## config.mk

```make
export PLATFORM = sky130hd
export DESIGN_NAME = sexa_display_sched
export DESIGN_NICKNAME = d
export VERILOG_FILES = /design/src/rtl/sexa_display_sched.sv
export SDC_FILE = /design/constraint.sdc
export NUM_CORES = 1
export LEC_CHECK = 0
export ABC_AREA = 1
export CORE_MARGIN = 8
export CORE_UTILIZATION = 53
export DETAILED_ROUTE_END_ITERATION = 8
export GPL_ROUTABILITY_DRIVEN = 0
export PLACE_DENSITY = 0.87
export SETUP_SLACK_MARGIN = 0.05
export SLEW_MARGIN = 15
export SYNTH_ARGS = -nofsm -noshare
export SYNTH_HDL_FRONTEND = slang
export SYNTH_SLANG_ARGS = --single-unit
```

## constraint.sdc

```tcl
create_clock -name clk -period 3.4 [get_ports clk]
set_clock_uncertainty 0.1 [all_clocks]
set_input_delay 1.02 -clock clk [delete_from_list [all_inputs] [get_ports clk]]
set_output_delay 1.02 -clock clk [all_outputs]
set_load 0.01 [all_outputs]
```

## src/rtl/sexa_display_sched.sv

```systemverilog
// Time-of-day keeper (sec/min/hr) with set handshake and a 6-digit display
// scanner that time-shares one external sexagesimal-to-BCD converter.
module sexa_display_sched #(
   parameter int unsigned SCAN_DIV = 4
) (
   input  logic       clk,
   input  logic       rst,
   input  logic       tick,
   input  logic       set_req,
   input  logic [1:0] set_field,
   input  logic [5:0] set_value,
   output logic       set_ack,
   output logic       set_err,
   output logic [5:0] sec,
   output logic [5:0] min,
   output logic [5:0] hr,
   output logic [5:0] conv_in,
   input  logic [6:0] conv_out,
   output logic [5:0] digit_sel,
   output logic [3:0] digit_bcd
);

   localparam int unsigned DIV_W  = 8;
   localparam int unsigned SLOT_W = 3;
   localparam int unsigned TIME_W = 18;
   localparam logic [DIV_W-1:0]  DIV_LAST  = DIV_W'(SCAN_DIV - 1);
   localparam logic [SLOT_W-1:0] SLOT_LAST = 3'd5;

   logic [5:0]        sec_q, sec_d, min_q, min_d, hr_q, hr_d;
   logic              set_ack_q, set_ack_d, set_err_q, set_err_d;
   logic              tick_pend_q, tick_pend_d;
   logic [DIV_W-1:0]  div_q, div_d;
   logic [SLOT_W-1:0] slot_q, slot_d;
   logic [5:0]        digit_sel_q, digit_sel_d;
   logic [3:0]        digit_bcd_q, digit_bcd_d;
   logic [TIME_W-1:0] time_cur, time_nxt;
   logic              set_take;

   // One-second advance with the full sec->min->hr carry chain; packed {hr,min,sec}.
   function automatic logic [TIME_W-1:0] inc_time(input logic [TIME_W-1:0] t);
      logic [5:0] s, m, h;
      {h, m, s} = t;
      if (s == 6'd59) begin
         s = 6'd0;
         if (m == 6'd59) begin
            m = 6'd0;
            h = (h == 6'd23) ? 6'd0 : h + 6'd1;
         end else begin
            m = m + 6'd1;
         end
      end else begin
         s = s + 6'd1;
      end
      return {h, m, s};
   endfunction

   // Timekeeping and set handshake; an accepted set defers any tick by one edge.
   always_comb begin
      time_cur    = {hr_q, min_q, sec_q};
      time_nxt    = time_cur;
      sec_d       = sec_q;
      min_d       = min_q;
      hr_d        = hr_q;
      set_ack_d   = 1'b0;
      set_err_d   = 1'b0;
      tick_pend_d = 1'b0;
      set_take    = set_req && !set_ack_q;
      if (set_take) begin
         set_ack_d   = 1'b1;
         tick_pend_d = tick || tick_pend_q;
         case (set_field)
            2'd0:    if (set_value < 6'd60) sec_d = set_value; else set_err_d = 1'b1;
            2'd1:    if (set_value < 6'd60) min_d = set_value; else set_err_d = 1'b1;
            2'd2:    if (set_value < 6'd24) hr_d  = set_value; else set_err_d = 1'b1;
            default: set_err_d = 1'b1;
         endcase
      end else begin
         if (tick && tick_pend_q) begin
            time_nxt = inc_time(inc_time(time_cur));
         end else if (tick || tick_pend_q) begin
            time_nxt = inc_time(time_cur);
         end
         {hr_d, min_d, sec_d} = time_nxt;
      end
   end

   // Converter operand follows the slot currently being converted.
   always_comb begin
      case (slot_q)
         3'd0, 3'd1: conv_in = sec_q;
         3'd2, 3'd3: conv_in = min_q;
         default:    conv_in = hr_q;
      endcase
   end

   // Scanner: latch the converted digit at the end of each slot.
   always_comb begin
      div_d       = div_q + DIV_W'(1);
      slot_d      = slot_q;
      digit_sel_d = digit_sel_q;
      digit_bcd_d = digit_bcd_q;
      if (div_q == DIV_LAST) begin
         div_d       = '0;
         slot_d      = (slot_q == SLOT_LAST) ? '0 : slot_q + SLOT_W'(1);
         digit_sel_d = 6'(1) << slot_q;
         digit_bcd_d = slot_q[0] ? {1'b0, conv_out[6:4]} : conv_out[3:0];
      end
   end

   always_ff @(posedge clk or posedge rst) begin
      if (rst) begin
         sec_q       <= '0;
         min_q       <= '0;
         hr_q        <= '0;
         set_ack_q   <= 1'b0;
         set_err_q   <= 1'b0;
         tick_pend_q <= 1'b0;
         div_q       <= '0;
         slot_q      <= '0;
         digit_sel_q <= '0;
         digit_bcd_q <= '0;
      end else begin
         sec_q       <= sec_d;
         min_q       <= min_d;
         hr_q        <= hr_d;
         set_ack_q   <= set_ack_d;
         set_err_q   <= set_err_d;
         tick_pend_q <= tick_pend_d;
         div_q       <= div_d;
         slot_q      <= slot_d;
         digit_sel_q <= digit_sel_d;
         digit_bcd_q <= digit_bcd_d;
      end
   end

   assign sec       = sec_q;
   assign min       = min_q;
   assign hr        = hr_q;
   assign set_ack   = set_ack_q;
   assign set_err   = set_err_q;
   assign digit_sel = digit_sel_q;
   assign digit_bcd = digit_bcd_q;

endmodule

```

==> metrics.cfg <==
[synthesis]
synth_fa_ha_area_share_pct = 3.22
netlist_top_cells_area = dfrtp_1 (34%), nand2_1 (16%), nor2_1 (7.9%), inv_1 (7.6%), nand3_1 (6.6%)
avgSynthCellArea_um2 = 6.64
synth_top_family_by_area = simple AND/OR/NAND/NOR gates
synth-compound-area-share_pct = 9.91
synth.top_cell.area_share_pct = 33.8
synth_xor_area_share_pct = 2.54
synth_cell_types = 39
synth_top_cell_by_area = dfrtp_1
netlist_instances = 468
synth-simple-area-share_pct = 40.2
synth_seq_cells = 42
ys_warn_count = 0
ys_seq_area_share_pct = 33.8
syn_area_um2 = 3110
syn_nets = 495
synth_mux_area_share_pct = 0

[timing]
rsz0062_at_grt = no
period_share_pct = 91.0
hold_violations = 0
whs_ps = 373
layout_min_cycle_time_ps = 3090
relSlewSlack_pct = 55.9
maxSlewViolCount = 0
setup_violations = 0
worstMarginPinSlew_ps = 661
finalSetupTns_ps = 0
fmax_mhz = 323

[global_routing]
met1_usage_pct = 23.3
antenna_found_initial = 0
grt_use_met3_pct = 5.26
grt_pass1_vias = 3164
overflow = 0
grt_pass1_wl_um = 14200
grt.met2_usage_pct = 34.4
grt_max_degree = 28
grt.total_usage_pct = 20.1
top_usage_layer = met2

[pwr]
power.total_uw = 2010
p_comb_share_pct = 45.9
ir_drop_uv = 281
p_leak_uw = 0.00194
power_frac_seq_pct = 34.5
power_frac_clock_pct = 19.6
powerDensity_nw_per_um2 = 525
power_switching_uw = 827
p_int_uw = 1180
p_sw_share_pct = 41.1

[floorplan]
core-area_um2 = 5780
initial_core_util_pct = 53.7
die-area_um2 = 8560
row_count = 28
die_h_um = 92.5
ioPinCount = 55
die_x_um = 92.5

[setup_path]
crit_path_end_kind = primary output
r2r_cells = 17
rrSetupSlack_ps = 470
critPathLaunchType = flop
crit_fanout = 6
crit_type = reg -> out
critPathArrivalTime_ps = 1970
reg2reg_from = sec[1]
r2r_end = hr[1]
critPathRequiredTime_ps = 2280

[routing]
routed_wl_um = 8530
antenna_left = 0
num_vias = 3271
wire_per_inst_um = 14.2
firstDrtPassIters = 5
routed_via_density = 5.44
drc = 0
drtIter0Drc = 194

[layout]
antenna-diode-count = 0
fin_nets = 552
postLayoutCoreUtil_pct = 66.3
fillers = 520
syn_to_final_growth_pct = 23.4
fin_cells = 601
drive_gt1_share_pct = 6.65

[hold_path]
hold_end = div_q[0]
min_path_type = reg -> reg
hold_path_depth = 1
min_from = div_q[0]

[clock_tree]
root_buffer = clkbuf_8
post_cts_buffers = 0
clock_path_buffers = 2
clk_latency_ps = 300
clkSinkCount = 42
cts.reportedPaths.clkPinSlew_ps = 80
ctsResizeCount = 0
htreeDepth = 2
cts_buffers = 5
holdBufCountCts = 0
tritoncts = yes

[placement]
dp_hpwl_um = 6740
portBuffers = 54
dp_cells = 593

[job]
cap_violations = 0

[status]
status = complete, no violations

==> placed cells by master (no fill, tap or decap), types with 2 or more instances in the layout <==
master	n
inv_1	63
buf_4	2
a22oi_1	4
ha_1	8
nor2_1	65
o22ai_1	2
nor3_1	4
nand2_2	5
nor2_4	2
nand3_2	2
o21ai_0	9
nor2_2	6
nand2_1	132
nand4_1	11
dfrtp_1	42
clkbuf_1	2
a21boi_1	5
a21oi_1	8
o21ai_1	11
nor4_1	2
xnor2_1	2
or2_2	2
nand3b_1	3
xor2_1	7
clkinv_1	3
nand3_1	41
o31ai_1	3
o211ai_1	2
inv_2	6
clkdlybuf4s50_1	54
clkbuf_8	5
o221ai_1	4
==> area by class of cell <==
class / instances / area [µm²] / share of cell area, %
Sequential cell: 42 / 1050 / 27.4
Inverter: 72 / 270 / 7.05
Clock inverter: 1 / 30.0 / 0.783
Multi-Input combinational cell: 347 / 1740 / 45.3
Clock buffer: 7 / 76.3 / 1.99
Timing Repair Buffer: 57 / 576 / 15.0
Tap cell: 75 / 93.8 / 2.45
==> per-stage QoR <==
stage	area (µm²)	worst slack, ps
2_1_floorplan	3110	908
3_3_place_gp	3730	455
3_5_place_dp	3730	392
4_1_cts	3830	330
5_1_grt	3830	216
6_report	3830	306
==> state kept, by name, indices dropped and copies added (netlist names) <==
register	flops
digit_sel	6
hr	6
digit_bcd	4
min	6
slot_q	3
set_ack	1
set_err	1
tick_pend_q	1
div_q	8
sec	6
==> cells in the mapped netlist, drive strengths merged <==
| master | number |
|---|---|
| a21boi | 5 |
| a21oi | 8 |
| a22oi | 4 |
| a31oi | 1 |
| and3 | 1 |
| buf | 5 |
| clkbuf | 2 |
| clkinv | 3 |
| dfrtp | 42 |
| ha | 8 |
| inv | 69 |
| nand2 | 137 |
| nand3 | 44 |
| nand3b | 3 |
| nand4 | 11 |
| nor2 | 74 |
| nor3 | 4 |
| nor3b | 1 |
| nor4 | 2 |
| o211ai | 2 |
| o21ai | 21 |
| o221ai | 4 |
| o22ai | 2 |
| o31ai | 3 |
| or2 | 3 |
| xnor2 | 2 |
| xor2 | 7 |
==> worst max-delay path by stage <==
stage / from / end / slack (ps) / cells past startpoint
global route: slot_q[1] / conv_in[1] / 220 / 5
global placement: tick / hr[1] / 460 / 14
floorplan: sec[1] / hr[1] / 910 / 17
CTS: slot_q[1] / conv_in[1] / 330 / 5
detailed placement: tick / hr[1] / 390 / 14
finish: slot_q[1] / conv_in[1] / 310 / 5
==> cell families (layout without fill, tap and decap cells) <==
kind of cell / after synthesis / after routing
adders and majority gates: 8 / 8
xor gates and xnor gates: 9 / 9
AOI/OAI and AO/OA: 50 / 50
buffers and inverters: 79 / 137
DFF: 42 / 42
and+or+nand+nor: 280 / 280
==> critical path, stage by stage, from the launching register on <==
cell             delay, ps
dfrtp_1                430
inv_1                   90
nor2_1                 300
nand2_1                 90
o211ai_1               160
clkdlybuf4s50_1        610
==> routing by layer <==
metal,vias to the layer above,routed length (µm)
met4,0,191
met3,21,818
li1,1607,-
met2,147,4000
met1,1496,3520
met5,-,0
==> power by group through the flow <==
stage	logic (µW)	registers, µW	clock network [µW]
after global routing	1020	706	419
after global placement	886	696	0
final	924	694	394
after floorplan	555	690	0
after detailed placement	910	700	0
after CTS	919	690	397
Note: power is estimated with default switching activity, not from simulation.
==> RTL change 1 (same flow settings) <==
`hr_q` no longer has a reset.
--- a/src/rtl/sexa_display_sched.sv
+++ b/src/rtl/sexa_display_sched.sv
@@ -112,5 +112,4 @@
          sec_q       <= '0;
          min_q       <= '0;
-         hr_q        <= '0;
          set_ack_q   <= 1'b0;
          set_err_q   <= 1'b0;
@@ -123,5 +122,4 @@
          sec_q       <= sec_d;
          min_q       <= min_d;
-         hr_q        <= hr_d;
          set_ack_q   <= set_ack_d;
          set_err_q   <= set_err_d;
@@ -132,4 +130,8 @@
          digit_bcd_q <= digit_bcd_d;
       end
+   end
+
+   always_ff @(posedge clk) begin
+      hr_q <= hr_d;
    end
 
Behaviour: not the same (Yosys sat finds a counterexample within 4 cycles, from zero or initial values and one cycle with rst high).
==> RTL change 1 against the unedited design <==
- total power is 7.0% lower
- area after synthesis is 2.3% higher
- wire length rose by 0.35%
- first-iteration DRC count grew 17%
- design area grew 2.7%
- die area rose by 1.9%
- sequential cell count did not move
- setup slack got worse by 0.016 ns
- largest power group unchanged
==> RTL change 1: results (changes against the unedited design) <==
setup bufs post-CTS 0 (unchanged); sw power 729 uW (-12%); Adder-Cell Fraction of Synth Area 3.15% (-0.071 points); worst hold slack 0.369 ns (-0.00434 ns); nets 529 (-4.2%); post-synthesis mux area share 0% (unchanged); Max IR drop VDD 0.404 mV (+44%); R2R setup slack 0.61 ns (+0.14 ns); Synth warnings 0 (unchanged); Seq group 654 uW (-5.8%); Vias 3127 (-4.4%); Max FO, Critical Path 5 (-1); post-synth net total 468 (-5.5%); final wirelength 8560 um (+0.35%); GRT Util Overall 20.0% (-0.058 points); EDFF count, synth 6 (+6); Switching Share 39.0% (-2.2 points); Synth Area in XOR/XNOR 3.27% (+0.73 points); Clock Latency Late Sink 0.29 ns; post-CTS sizing 0 (unchanged); largest register by flop count div_q; Slowest cell on crit path clkdlybuf4s50_1; detailed placement HPWL 6830 um (+1.4%); global-route wire length before repair 14400 um (+1.3%); Cell variety after synth 46 (+18%); sequential area share after synthesis 34.0% (+0.20 points); CTS Buf Count 5 (unchanged); fillers 468 (-10%); Final ANT Viol Nets 0 (unchanged); drt pass-1 iters 5 (unchanged); share of layout cells above drive strength 1 12.9% (+6.3 points); Crit path max-delay family buffers and inverters; vias in the first global route 3174 (+0.32%); Largest register FFs 8 (unchanged); initial drt markers 227 (+17%); Clk pwr share 22.3% (+2.7 points); final setup TNS 0 ns (unchanged); Synth top cells by count nand2_1 (125), inv_1 (59), nand3_1 (38), dfrtp_1 (36), nor2_1 (32); worst rel slew slack 59.4% (+3.6 points); Compound-Gate Fraction of Synth Area 10.1% (+0.18 points); I/O Buffers 54 (unchanged); status finished clean; clock slew at reported path FFs 0.09 ns; CTS H-tree depth 2 (unchanged); highest cell delay on the worst timing path 0.58 ns (-0.03 ns); Area growth, synth to finish 24.0%; dominant cells by area after synthesis dfrtp_1 (28%), nand2_1 (15%), inv_1 (7.0%); Pleak 1.99 nW (+2.5%); initial antenna violation count 0 (unchanged); fraction of registers with async set/reset 85.7% (-14 points); Inserted Diodes 0 (unchanged); Hold Path Class reg2reg; Longest Clk Path Bufs 2 (unchanged); Root Driver clkbuf_8; largest net degree at the start of global routing 37 (+32%)
-- RTL change 1: changes by cell type after synthesis, sizes merged, moves of 3 or more --
cell    before  now
a22oi        4    1
dfrtp       42   36
edfxtp       0    6
o21ai       21   27
a21boi       5    2
nand3b       3    0
nor2        74   51
-- RTL change 1: cells by family after synthesis --
family,after synthesis
flip-flops,42
XOR/XNOR,11
AND/OR/NAND/NOR,253
AO/OA/AOI/OAI,52
buffers and inverters,75
adder cells (fa/ha/maj),8
-- RTL change 1: area by class of cell --
class / count / area, um^2 / area share (%)
inverters: 69 / 259 / 6.58
repair buffers: 60 / 586 / 14.9
clock buffers: 7 / 86.3 / 2.19
multi-input cells: 324 / 1800 / 45.8
flip-flops and latches: 42 / 1080 / 27.5
well taps: 75 / 93.8 / 2.38
clock inverters: 1 / 30.0 / 0.763
-- RTL change 1: stage by stage --
| stage | instances | setup slack [ns] | util (%) | instance area [um^2] |
|---|---|---|---|---|
| after floorplan | 441 | 0.682 | - | 3180 |
| after global placement | 570 | 0.488 | 65.3 | 3820 |
| after detailed placement | 570 | 0.357 | 65.3 | 3820 |
| after CTS | 578 | 0.302 | 67.3 | 3940 |
| after global routing | 578 | 0.141 | 67.3 | 3940 |
| final | 578 | 0.289 | 67.3 | 3940 |
-- RTL change 1: final timing paths --
path                              end  cells after the start      start
setup reg to reg                hr[0]                     15     sec[1]
setup / recovery           conv_in[0]                      5  slot_q[1]
hold reg to reg              div_q[0]                      1   div_q[0]
hold / removal               div_q[0]                      1   div_q[0]
min in group asynchronous      sec[5]                      3        rst
max in group asynchronous      min[2]                      3        rst
-- RTL change 1: metal layers --
metal  part of all wire (%)  GRT usage [%]  up-vias
met3                    8.2           3.77       21
met2                     48           34.4      122
met4                    2.1           7.92        0
li1                       -              -     1548
met5                      0              0        -
met1                     42           24.0     1436
==> RTL change 2 (config.mk and constraints unchanged) <==
Made on the original files. Change the localparam `DIV_W` from 8 to 9.
--- a/src/rtl/sexa_display_sched.sv
+++ b/src/rtl/sexa_display_sched.sv
@@ -21,5 +21,5 @@
 );
 
-   localparam int unsigned DIV_W  = 8;
+   localparam int unsigned DIV_W  = 9;
    localparam int unsigned SLOT_W = 3;
    localparam int unsigned TIME_W = 18;
Behaviour: no difference found for any inputs over 4 cycles, from zero or initial values and one cycle with rst high; that may be too few to reach the edited logic, so the function may still have changed.
==> RTL change 2 against the unedited design <==
- count of clock-buffer cells in the layout down 2
- design area up 2.4%
- non-clock buffer count up 3
- largest power group unchanged
- combinational power up 4.3%
- sequential cell count up 1
- die area up 1.2%
- sequential power up 3%
- final cell count up 2.3%
- wire length up 6.8%
- total power up 7.7%
- largest cell class unchanged
- setup slack worse by 0.038 ns
- synthesized cell count up 2.1%
- area after synthesis up 1.4%
==> RTL change 2: results (changes against the unedited design) <==
setup bufs post-CTS 0 (unchanged); met3 Track Usage GR 3.69% (-1.6 points); post-CTS sizing 0 (unchanged); sequential area share after synthesis 34.2% (+0.32 points); Syn Area/Cell 6.59 um^2 (-0.71%); CP endpoint conv_in[0]; initial drt markers 276 (+42%); Synth top cells by count nand2_1 (146), inv_1 (68), nor2_1 (62), dfrtp_1 (43), nand3_1 (43); worst rel slew slack 62.3% (+6.4 points); Crit. Startpoint slot_q[2]; R2R setup slack 0.53 ns (+0.06 ns); largest register by flop count div_q; Final Cycle Share 92.1% (+1.1 points); worst hold slack 0.377 ns (+0.00349 ns); R2R depth 16 (-1); met2 WL post-DR 4320 um (+8.1%); Cell variety after synth 36 (-7.7%); nets 566 (+2.5%); global-route wire length before repair 15400 um (+8.2%); met2 usage 37.9% (+3.5 points); Max IR drop VDD 0.288 mV (+2.5%); largest net degree at the start of global routing 44 (+57%); reg2reg start sec[0]; GRT Util Overall 21.6% (+1.5 points); top routing layer in use met4; DP Worst Slack 0.473 ns (+0.0810 ns); Synth Area in XOR/XNOR 1.95% (-0.59 points); grt met1 use 24.8% (+1.5 points); Adder-Cell Fraction of Synth Area 3.18% (-0.045 points); Clock Latency Late Sink 0.31 ns; hold path depth 1 (unchanged); fillers 498 (-4.2%); highest cell delay on the worst timing path 0.60 ns; dominant cells by area after synthesis dfrtp_1 (34%), nand2_1 (17%), inv_1 (8.1%); fin area 3930 um^2 (+2.4%); vias in the first global route 3351 (+5.9%); final wirelength 9110 um (+6.8%); Placed Cells 607 (+2.4%); Placed Instance Area 3790 um^2 (+1.6%); detailed placement HPWL 6980 um (+3.5%); Pleak 1.98 nW (+2.3%); post-synth net total 505 (+2.0%); Post-Layout Cell Count 615 (+2.3%); status finished clean; r2r endpoint hr[0]; share of layout cells above drive strength 1 7.96% (+1.3 points); met1 wire length 3710 um (+5.3%); fraction of registers with async set/reset 100% (unchanged); routed vias/inst 5.56 (+2.2%); Compound-Gate Fraction of Synth Area 10.1% (+0.14 points); Detail Route met3 WL 714 um (-13%); Largest register FFs 9 (+1)
## RTL change 2: power by group
group          internal, mW  total (mW)  switching, mW
registers             0.580       0.712          0.133
logic                 0.413       0.964          0.551
clock network         0.293       0.489          0.195
## RTL change 2: cell families (layout without fill, tap and decap cells)
| group | after synthesis | after routing |
|---|---|---|
| AOI/OAI and AO/OA | 51 | 51 |
| xor gates and xnor gates | 7 | 7 |
| adders and majority gates | 8 | 8 |
| buffers and inverters | 77 | 139 |
| DFF | 43 | 43 |
| and+or+nand+nor | 292 | 292 |
## RTL change 2: worst max-delay path: cells and delay by family (launching register included)
family / cells / cell delay, ns
buffers and inverters: 2 / 0.76
AND/OR/NAND/NOR: 1 / 0.24
flip-flops: 1 / 0.45
AO/OA/AOI/OAI: 1 / 0.26
## RTL change 2: area by class of cell
type	count	area share [%]
clock inverters	3	1.72
clock buffers	5	1.75
multi-input cells	358	45.0
well taps	75	2.39
flip-flops and latches	43	27.4
repair buffers	60	14.9
inverters	71	6.79
